<file path="src/rtl/alu8_sequencer.sv">
// alu8_sequencer: steps an external 8-bit ALU through one pass for byte requests or two
// chained passes for 16-bit requests, returning a captured 16-bit result and zero flag.
module alu8_sequencer (
    input  logic        clk,
    input  logic        rst,
    input  logic        start,
    input  logic [3:0]  op,
    input  logic        single,
    input  logic        wide,
    input  logic [15:0] a,
    input  logic [15:0] b,
    output logic        busy,
    output logic        done,
    output logic [15:0] result,
    output logic        zero,
    output logic        error,
    output logic        alu_cs_in,
    output logic        alu_cs_out,
    output logic        alu_single,
    output logic [3:0]  alu_operator,
    output logic [7:0]  alu_value1,
    output logic [7:0]  alu_value2,
    input  logic [7:0]  alu_bus
);
    localparam logic [3:0] OP_ADD = 4'd0,  OP_ADC = 4'd1,  OP_SUB = 4'd2,  OP_SBC = 4'd3;
    localparam logic [3:0] OP_AND = 4'd4,  OP_OR  = 4'd5,  OP_XOR = 4'd6,  OP_MOV = 4'd7;
    localparam logic [3:0] OP_CMP = 4'd8,  OP_LSL = 4'd9,  OP_LSR = 4'd10, OP_RLC = 4'd11;
    localparam logic [3:0] OP_RRC = 4'd12;

    typedef enum logic [2:0] {
        S_IDLE   = 3'd0,
        S_EXEC_A = 3'd1,
        S_READ_A = 3'd2,
        S_EXEC_B = 3'd3,
        S_READ_B = 3'd4,
        S_FIN    = 3'd5
    } state_t;

    state_t      state_q, state_d;
    logic [3:0]  op_q, op_d;
    logic        wide_q, wide_d;
    logic [15:0] a_q, a_d, b_q, b_d;
    logic [7:0]  tmp_q, tmp_d;
    logic        busy_q, busy_d, done_q, done_d;
    logic [15:0] result_q, result_d;
    logic        zero_q, zero_d, error_q, error_d;
    logic        cs_in_q, cs_in_d, cs_out_q, cs_out_d;
    logic        alu_single_q, alu_single_d;
    logic [3:0]  alu_op_q, alu_op_d;
    logic [7:0]  value1_q, value1_d, value2_q, value2_d;
    logic [15:0] wide_res_s;
    logic [19:0] cfg_s;

    function automatic logic wide_ok(input logic [3:0] o);
        logic ok;
        case (o)
            OP_ADD, OP_ADC, OP_SUB, OP_SBC, OP_AND, OP_OR,
            OP_XOR, OP_MOV, OP_CMP, OP_LSL, OP_LSR: ok = 1'b1;
            default:                                ok = 1'b0;
        endcase
        return ok;
    endfunction

    // Returns {operator, value1, value2} for a pass; LSR walks high byte first so the
    // shifted-out bit reaches the low byte through the carry.
    function automatic logic [19:0] pass_cfg(input logic [3:0] o, input logic w,
                                             input logic second_pass,
                                             input logic [15:0] x, input logic [15:0] y);
        logic [19:0] lo_cfg, hi_cfg, cfg;
        lo_cfg = {o, x[7:0], y[7:0]};
        hi_cfg = {o, x[15:8], y[15:8]};
        if (!w) begin
            cfg = lo_cfg;
        end else begin
            case (o)
                OP_ADD:         cfg = second_pass ? {OP_ADC, x[15:8], y[15:8]} : lo_cfg;
                OP_SUB, OP_CMP: cfg = second_pass ? {OP_SBC, x[15:8], y[15:8]} : lo_cfg;
                OP_LSL:         cfg = second_pass ? {OP_RLC, x[15:8], y[15:8]} : lo_cfg;
                OP_LSR:         cfg = second_pass ? {OP_RRC, x[7:0], y[7:0]}
                                                  : {OP_LSR, x[15:8], y[15:8]};
                default:        cfg = second_pass ? hi_cfg : lo_cfg;
            endcase
        end
        return cfg;
    endfunction

    // Next-state, operand latching, result capture and registered output decode
    always_comb begin
        state_d      = state_q;
        op_d         = op_q;
        wide_d       = wide_q;
        a_d          = a_q;
        b_d          = b_q;
        tmp_d        = tmp_q;
        result_d     = result_q;
        zero_d       = zero_q;
        error_d      = error_q;
        alu_single_d = alu_single_q;
        alu_op_d     = alu_op_q;
        value1_d     = value1_q;
        value2_d     = value2_q;
        cfg_s        = 20'h00000;
        wide_res_s   = (op_q == OP_LSR) ? {tmp_q, alu_bus} : {alu_bus, tmp_q};

        case (state_q)
            S_IDLE: begin
                if (start) begin
                    op_d         = op;
                    wide_d       = wide;
                    a_d          = a;
                    b_d          = b;
                    error_d      = 1'b0;
                    alu_single_d = single | (wide & ((op == OP_LSL) || (op == OP_LSR)));
                    if (wide && !wide_ok(op)) begin
                        error_d = 1'b1;
                        state_d = S_FIN;
                    end else begin
                        state_d = S_EXEC_A;
                    end
                end else begin
                    state_d = S_IDLE;
                end
            end
            S_EXEC_A: state_d = S_READ_A;
            S_READ_A: begin
                if (wide_q) begin
                    tmp_d   = alu_bus;
                    state_d = S_EXEC_B;
                end else begin
                    result_d = {8'h00, alu_bus};
                    zero_d   = (alu_bus == 8'h00);
                    state_d  = S_FIN;
                end
            end
            S_EXEC_B: state_d = S_READ_B;
            S_READ_B: begin
                result_d = wide_res_s;
                zero_d   = (wide_res_s == 16'h0000);
                state_d  = S_FIN;
            end
            S_FIN:    state_d = S_IDLE;
            default:  state_d = S_IDLE;
        endcase

        if (state_d == S_EXEC_A) begin
            cfg_s = pass_cfg(op, wide, 1'b0, a, b);
            {alu_op_d, value1_d, value2_d} = cfg_s;
        end else if (state_d == S_EXEC_B) begin
            cfg_s = pass_cfg(op_q, wide_q, 1'b1, a_q, b_q);
            {alu_op_d, value1_d, value2_d} = cfg_s;
        end else begin
            cfg_s = 20'h00000;
        end

        busy_d   = (state_d != S_IDLE);
        done_d   = (state_d == S_FIN);
        cs_in_d  = (state_d == S_EXEC_A) || (state_d == S_EXEC_B);
        cs_out_d = (state_d == S_READ_A) || (state_d == S_READ_B);
    end

    // State and output registers with synchronous reset
    always_ff @(posedge clk) begin
        if (rst) begin
            state_q      <= S_IDLE;
            op_q         <= 4'h0;
            wide_q       <= 1'b0;
            a_q          <= 16'h0000;
            b_q          <= 16'h0000;
            tmp_q        <= 8'h00;
            busy_q       <= 1'b0;
            done_q       <= 1'b0;
            result_q     <= 16'h0000;
            zero_q       <= 1'b0;
            error_q      <= 1'b0;
            cs_in_q      <= 1'b0;
            cs_out_q     <= 1'b0;
            alu_single_q <= 1'b0;
            alu_op_q     <= 4'h0;
            value1_q     <= 8'h00;
            value2_q     <= 8'h00;
        end else begin
            state_q      <= state_d;
            op_q         <= op_d;
            wide_q       <= wide_d;
            a_q          <= a_d;
            b_q          <= b_d;
            tmp_q        <= tmp_d;
            busy_q       <= busy_d;
            done_q       <= done_d;
            result_q     <= result_d;
            zero_q       <= zero_d;
            error_q      <= error_d;
            cs_in_q      <= cs_in_d;
            cs_out_q     <= cs_out_d;
            alu_single_q <= alu_single_d;
            alu_op_q     <= alu_op_d;
            value1_q     <= value1_d;
            value2_q     <= value2_d;
        end
    end

    assign busy         = busy_q;
    assign done         = done_q;
    assign result       = result_q;
    assign zero         = zero_q;
    assign error        = error_q;
    assign alu_cs_in    = cs_in_q;
    assign alu_cs_out   = cs_out_q;
    assign alu_single   = alu_single_q;
    assign alu_operator = alu_op_q;
    assign alu_value1   = value1_q;
    assign alu_value2   = value2_q;
endmodule
</file>
<file path="config.mk">
export PLATFORM = sky130hd
export DESIGN_NAME = alu8_sequencer
export DESIGN_NICKNAME = d
export VERILOG_FILES = /design/src/rtl/alu8_sequencer.sv
export SDC_FILE = /design/constraint.sdc
export NUM_CORES = 1
export LEC_CHECK = 0
export ABC_AREA = 1
export BUFFER_PORTS_ARGS = -buffer_cell sky130_fd_sc_hd__buf_2
export CORE_MARGIN = 2
export CORE_UTILIZATION = 45
export CTS_CLUSTER_DIAMETER = 100
export DETAILED_ROUTE_END_ITERATION = 6
export PLACE_DENSITY = 0.68
export SKIP_LAST_GASP = 1
export SLEW_MARGIN = 10
export SYNTH_ARGS = -nofsm -noshare
export SYNTH_HDL_FRONTEND = slang
export SYNTH_SLANG_ARGS = --single-unit
</file>
<file path="constraint.sdc">
create_clock -name clk -period 2.95 [get_ports clk]
set_input_delay 0.1475 -clock clk [delete_from_list [all_inputs] [get_ports clk]]
set_output_delay 0.1475 -clock clk [all_outputs]
set_load 0.02 [all_outputs]
</file>
Word level (Yosys, flattened, before mapping)
Memory sizes are Yosys's and may differ from the RTL's. Cells that the tools add are included.

Register bits after elaboration: 91. Bits in latches: 0. Memory bits (writable): 0. Bits in read-only memories: 16. Bits of input ports: 49. Output and inout bits: 43. Word-level logic and storage cells: 74. Memories kept: 1.

Add/subtract/negate cells: 0. Multipliers: 0. Div/mod/pow operators: 0. Magnitude comparators: 0. Equality and inequality tests: 16. Shifts and indexed selects: 0. Muxes and demuxes: 22. Bitwise operators: 2. Reductions and logical operators: 16.

Memory list: (no name shown) (words 16, bits a word 1, read ports 1, clocked after Yosys merged registers in 0, write ports 0, RTL line 56) `case (o)`.

Operators with widths (count): $pmux W20 S4 (1); $mux W20 (3); $mux W16 (2); $mux W8 (4); $pmux W16 S2 (1); $eq A4 B4 Y1 const B (5); $logic_not A16 Y1 (1); $pmux W3 S5 (1); $eq A3 B2 Y1 const B (4); $eq A3 B3 Y1 const B (3); $mux W3 (3); $logic_not A8 Y1 (1); $mux W4 (2); $eq A3 B1 Y1 const B (2); $reduce_and A2 Y1 (3); $eq A4 B2 Y1 const B (1); $logic_not A4 Y1 (1); $mux W1 (4); $reduce_bool A2 Y1 (2); $logic_not A3 Y1 (1); $logic_or A1 B1 Y1 (3); $reduce_bool A3 Y1 (1); $ne A2 B2 Y1 const B (1); $pmux W1 S2 (1); other kinds (5) (5).

Logic depth before layout (Yosys ltp)
An unclocked memory read counts as a cell.

Depth in word-level cells: 11. Depth in mapped cells: 12. Gate-level depth less buffers: 12.

Least setup slack after synthesis
OpenSTA, ideal clock, no wires.

Kind: register to register. From: register state_q[1]. To: register alu_op_q[3], in the netlist alu_operator[3]. Setup time: 128 ps. Arrival: 1254 ps. Data required time: 2822 ps. Slack: 1569 ps. Cell stages (with the launch flop): 11. Path buffers: 1. Period minus slack after synthesis: 1381 ps. Path through: dfxtp_1 inv_1 nor2_4 nand3_4 nand2_2 buf_4 nand3_1 a21oi_1 nor2_1 nor2_1 nor2_1.

Word-level cells in the longest chain between the ends: 4. Elaborated cells on any way between the ends: 10. Classes of those cells: eq/ne (6); mux (2); reduce/logical (2).

RTL lines: start: declaration (RTL line 39) `state_t state_q, state_d;`; start signal: assignment (RTL line 182) `state_q <= state_d;`; $eq A3 B3 Y1, or another cell as far along (RTL line 105) `case (state_q)`; $pmux W3 S5 * (RTL line 105); $eq A3 B1 Y1 or $eq A3 B2 Y1 (tied branches) (RTL line 145, 148); $mux W4 or $reduce_bool A2 Y1 (tied branches); end signal: assignment (RTL line 196) `alu_op_q <= alu_op_d;`; end: declaration (RTL line 49) `logic [3:0] alu_op_q, alu_op_d;`.

Mark *: on every way between the ends. The rest lies on a longest branch, timed or not. A chain may end at the register's enable or synchronous reset.

Final worst setup path
From: register state_q[0]. To: register alu_op_q[2], in the netlist alu_operator[2].

Same word-level chain as after synthesis.

==> impl_metrics.sql <==
INSERT INTO impl_metrics (metric_group, metric, value, unit) VALUES
('outcome', 'status', 'completed', ''),
('synthesis', 'ys_top_cells_by_area', 'dfxtp_1 42%, nand2_1 13%, nor2_1 8.8%', ''),
('setup_path', 'crit_required', '3190', 'ps'),
('min_path', 'hold_path.class', 'primary input to register', ''),
('sta', 'whs', '49.57', 'ps'),
('sta', 'postLayoutSetupSlackWorst', '958.7', 'ps'),
('floorplan', 'height_of_the_chip', '102.0', 'um'),
('floorplan', 'effective_utilization_at_floorplan', '46.54', '%'),
('global_route', 'overall_global_routing_usage', '22.84', '%'),
('setup_path', 'kind_of_start_point_of_the_critical_path', 'register', ''),
('power', 'peakVddDrop', '0.0003272', 'V'),
('floorplan', 'core_region_area', '9284', 'um2'),
('sta', 'rsz_0062_raised_after_global_routing', 'no', ''),
('setup_path', 'worst_r2r_path_depth', '7', ''),
('sta', 'clock-skew-final', '10.60', 'ps'),
('sta', 'timing.slew.headroom', '63.24', '%'),
('synthesis', 'most_numerous_cell_in_the_yosys_netlist', 'nand2_1', ''),
('floorplan', 'design.die.area', '10400', 'um2'),
('synthesis', 'synth.avg_cell_area', '6.869', 'um2'),
('sta', 'hold_viol', '0', ''),
('synthesis', 'yosysTopAreaCell', 'dfxtp_1', ''),
('setup_path', 'reg2reg_setup_slack', '960', 'ps'),
('finish', 'layout.cells.non_filler', '834', ''),
('synthesis', 'synthesized_net_count', '678', ''),
('floorplan', 'rows', '35', ''),
('synthesis', 'synth_ff_type', 'dfxtp_1', ''),
('setup_path', 'timing.critical_path.arrival', '2230', 'ps'),
('clocking', 'cts_tree', 'done', ''),
('synthesis', 'synth_commonest_cells', '155 x nand2_1, 101 x nor2_1, 91 x dfxtp_1, 57 x o21ai_0, 51 x a21oi_1', ''),
('min_path', 'hold_path_end', 'b_q[15]', ''),
('finish', 'final_nets', '750', ''),
('setup_path', 'reg2reg_to', 'alu_operator[2]', ''),
('power', 'report.power.total', '3.617', 'mW'),
('setup_path', 'timing.critical_path.fanout_max', '21', ''),
('placement', 'place_ws', '968.1', 'ps'),
('setup_path', 'crit_path_end_kind', 'register', ''),
('setup_path', 'r2r-start', 'state_q[0]', ''),
('finish', 'layout-area-overhead-vs-synth', '15.84', '%'),
('global_route', 'antenna_found_initial', '0', ''),
('finish', 'final_cell_area', '5005', 'um2'),
('routing', 'drt_drc_violations_left', '0', ''),
('clocking', 'clock_sinks', '91', ''),
('clocking', 'ctsLongestPathBuffers', '2', ''),
('flow_run', 'max_cap_violations', '0', ''),
('sta', 'final.min_clock_period', '1991', 'ps'),
('sta', 'layout_worst_path_cycle_share', '67.50', '%'),
('clocking', 'cts.clk_slew.worst_paths', '80', 'ps'),
('clocking', 'cts_inserted_buffers', '9', ''),
('floorplan', 'die_width', '102.0', 'um'),
('min_path', 'min_path_cells', '3', ''),
('power', 'power.density', '722.7', 'nW/um2'),
('routing', 'vias', '4315', ''),
('routing', 'initialDrtViolationCount', '268', ''),
('power', 'power_leakage', '2.308', 'nW'),
('global_route', 'grt-ovfl-total', '0', ''),
('sta', 'setup-tns-final', '0', 'ps'),
('clocking', 'number_of_levels_the_h_tree_was_split_into', '3', ''),
('clocking', 'postCtsResizedCells', '0', ''),
('routing', 'remaining_antenna_violation_count_after_routing', '0', ''),
('synthesis', 'synth_top_area_share', '42.17', '%'),
('clocking', 'holdBufCountCts', '0', ''),
('global_route', 'global_route_wire_length_before_repair', '18720', 'um'),
('sta', 'timing.final.max_slew_violations', '0', ''),
('placement', 'gpl_congestion', '0.8921', ''),
('synthesis', 'synth_seq_area_share', '42.17', '%'),
('finish', 'antenna_cells_inserted', '0', ''),
('min_path', 'hold_path_startpoint', 'b[15]', ''),
('placement', 'placed_area', '4775', 'um2'),
('placement', 'port_buf_inserts', '91', ''),
('clocking', 'cts.root.buffer_cell', 'clkbuf_8', ''),
('placement', 'placed_cells_incl_taps', '819', '');
## layout make-up
cell class                      count  area [um2]
Tap cell                          129       161.4
Fill cell                         934        4279
Clock inverter                      5       102.6
Inverter                           41       156.4
Sequential cell                    91        1822
Clock buffer                       10       127.6
Multi-Input combinational cell    464        2157
Timing Repair Buffer               94       478.0
## worst max-delay path: stages (launching register included)
cell     delay [ps]
dfxtp_1         410
inv_1           120
nand3_4         140
nand2_2         290
inv_2           430
nand2_2         140
o21ai_0         240
a21oi_1         100
## where the power goes
part	internal, mW	leakage (nW)	total, mW	switching (mW)
Combinational	0.346	1.45	1.09	0.746
Clock	0.557	0.112	0.977	0.420
Sequential	1.43	0.749	1.55	0.116
Total	2.34	2.31	3.62	1.28
## how the worst max path moves through the flow
stage          startpoint         endpoint
3_3_place_gp   state_q[0]    alu_value2[7]
5_1_grt        state_q[1]    alu_value2[7]
2_1_floorplan  state_q[1]  alu_operator[3]
6_report       state_q[0]  alu_operator[2]
3_5_place_dp   state_q[0]  alu_operator[2]
4_1_cts        state_q[0]  alu_operator[2]
## cell families after synthesis
| family | after synthesis | share of synthesized area (%) |
|---|---|---|
| AOI/OAI and AO/OA | 137 | 16.65 |
| and+or+nand+nor | 327 | 33.28 |
| DFF | 91 | 42.17 |
| buffers and inverters | 74 | 7.906 |
## registers in the layout, indices dropped and copies added (netlist names)
signal        flops
a_q              16
b_q              16
result           16
alu_value1        8
alu_value2        8
tmp_q             8
alu_operator      4
op_q              4
state_q           3
alu_cs_in         1
alu_cs_out        1
alu_single        1
busy              1
done              1
error             1
wide_q            1
zero              1
## cell usage in the layout, fill, tap and decap left out
cell type	netlist	final
nand2_1	155	155
nor2_1	101	101
dfxtp_1	91	91
buf_2	7	91
o21ai_0	57	57
a21oi_1	51	51
nand3_1	45	45
inv_1	28	28
o21ai_1	16	16
inv_2	9	9
o211ai_1	9	9
clkbuf_8	0	9
nor2_4	7	7
nand2_2	5	5
nand2_4	4	4
clkinv_1	3	3
nor3_1	3	3
bufinv_16	0	3
buf_4	4	3
nand3_4	2	2
nand4_1	2	2
o221ai_1	1	1
nand3b_1	1	1
nor2_2	1	1
inv_4	1	1
a21oi_2	1	1
nor2_8	1	1
a31oi_1	1	1
o21a_1	1	1
clkinvlp_4	0	1
clkinv_2	0	1
clkbuf_1	16	1
## layer usage
metal | global-route usage, % | part of all wire, %
met5 | 0 | 0
met4 | 11.28 | 2.9
met3 | 3.488 | 5.4
met2 | 39.22 | 49
met1 | 27.92 | 43
Power figures use the tool's default switching activity.
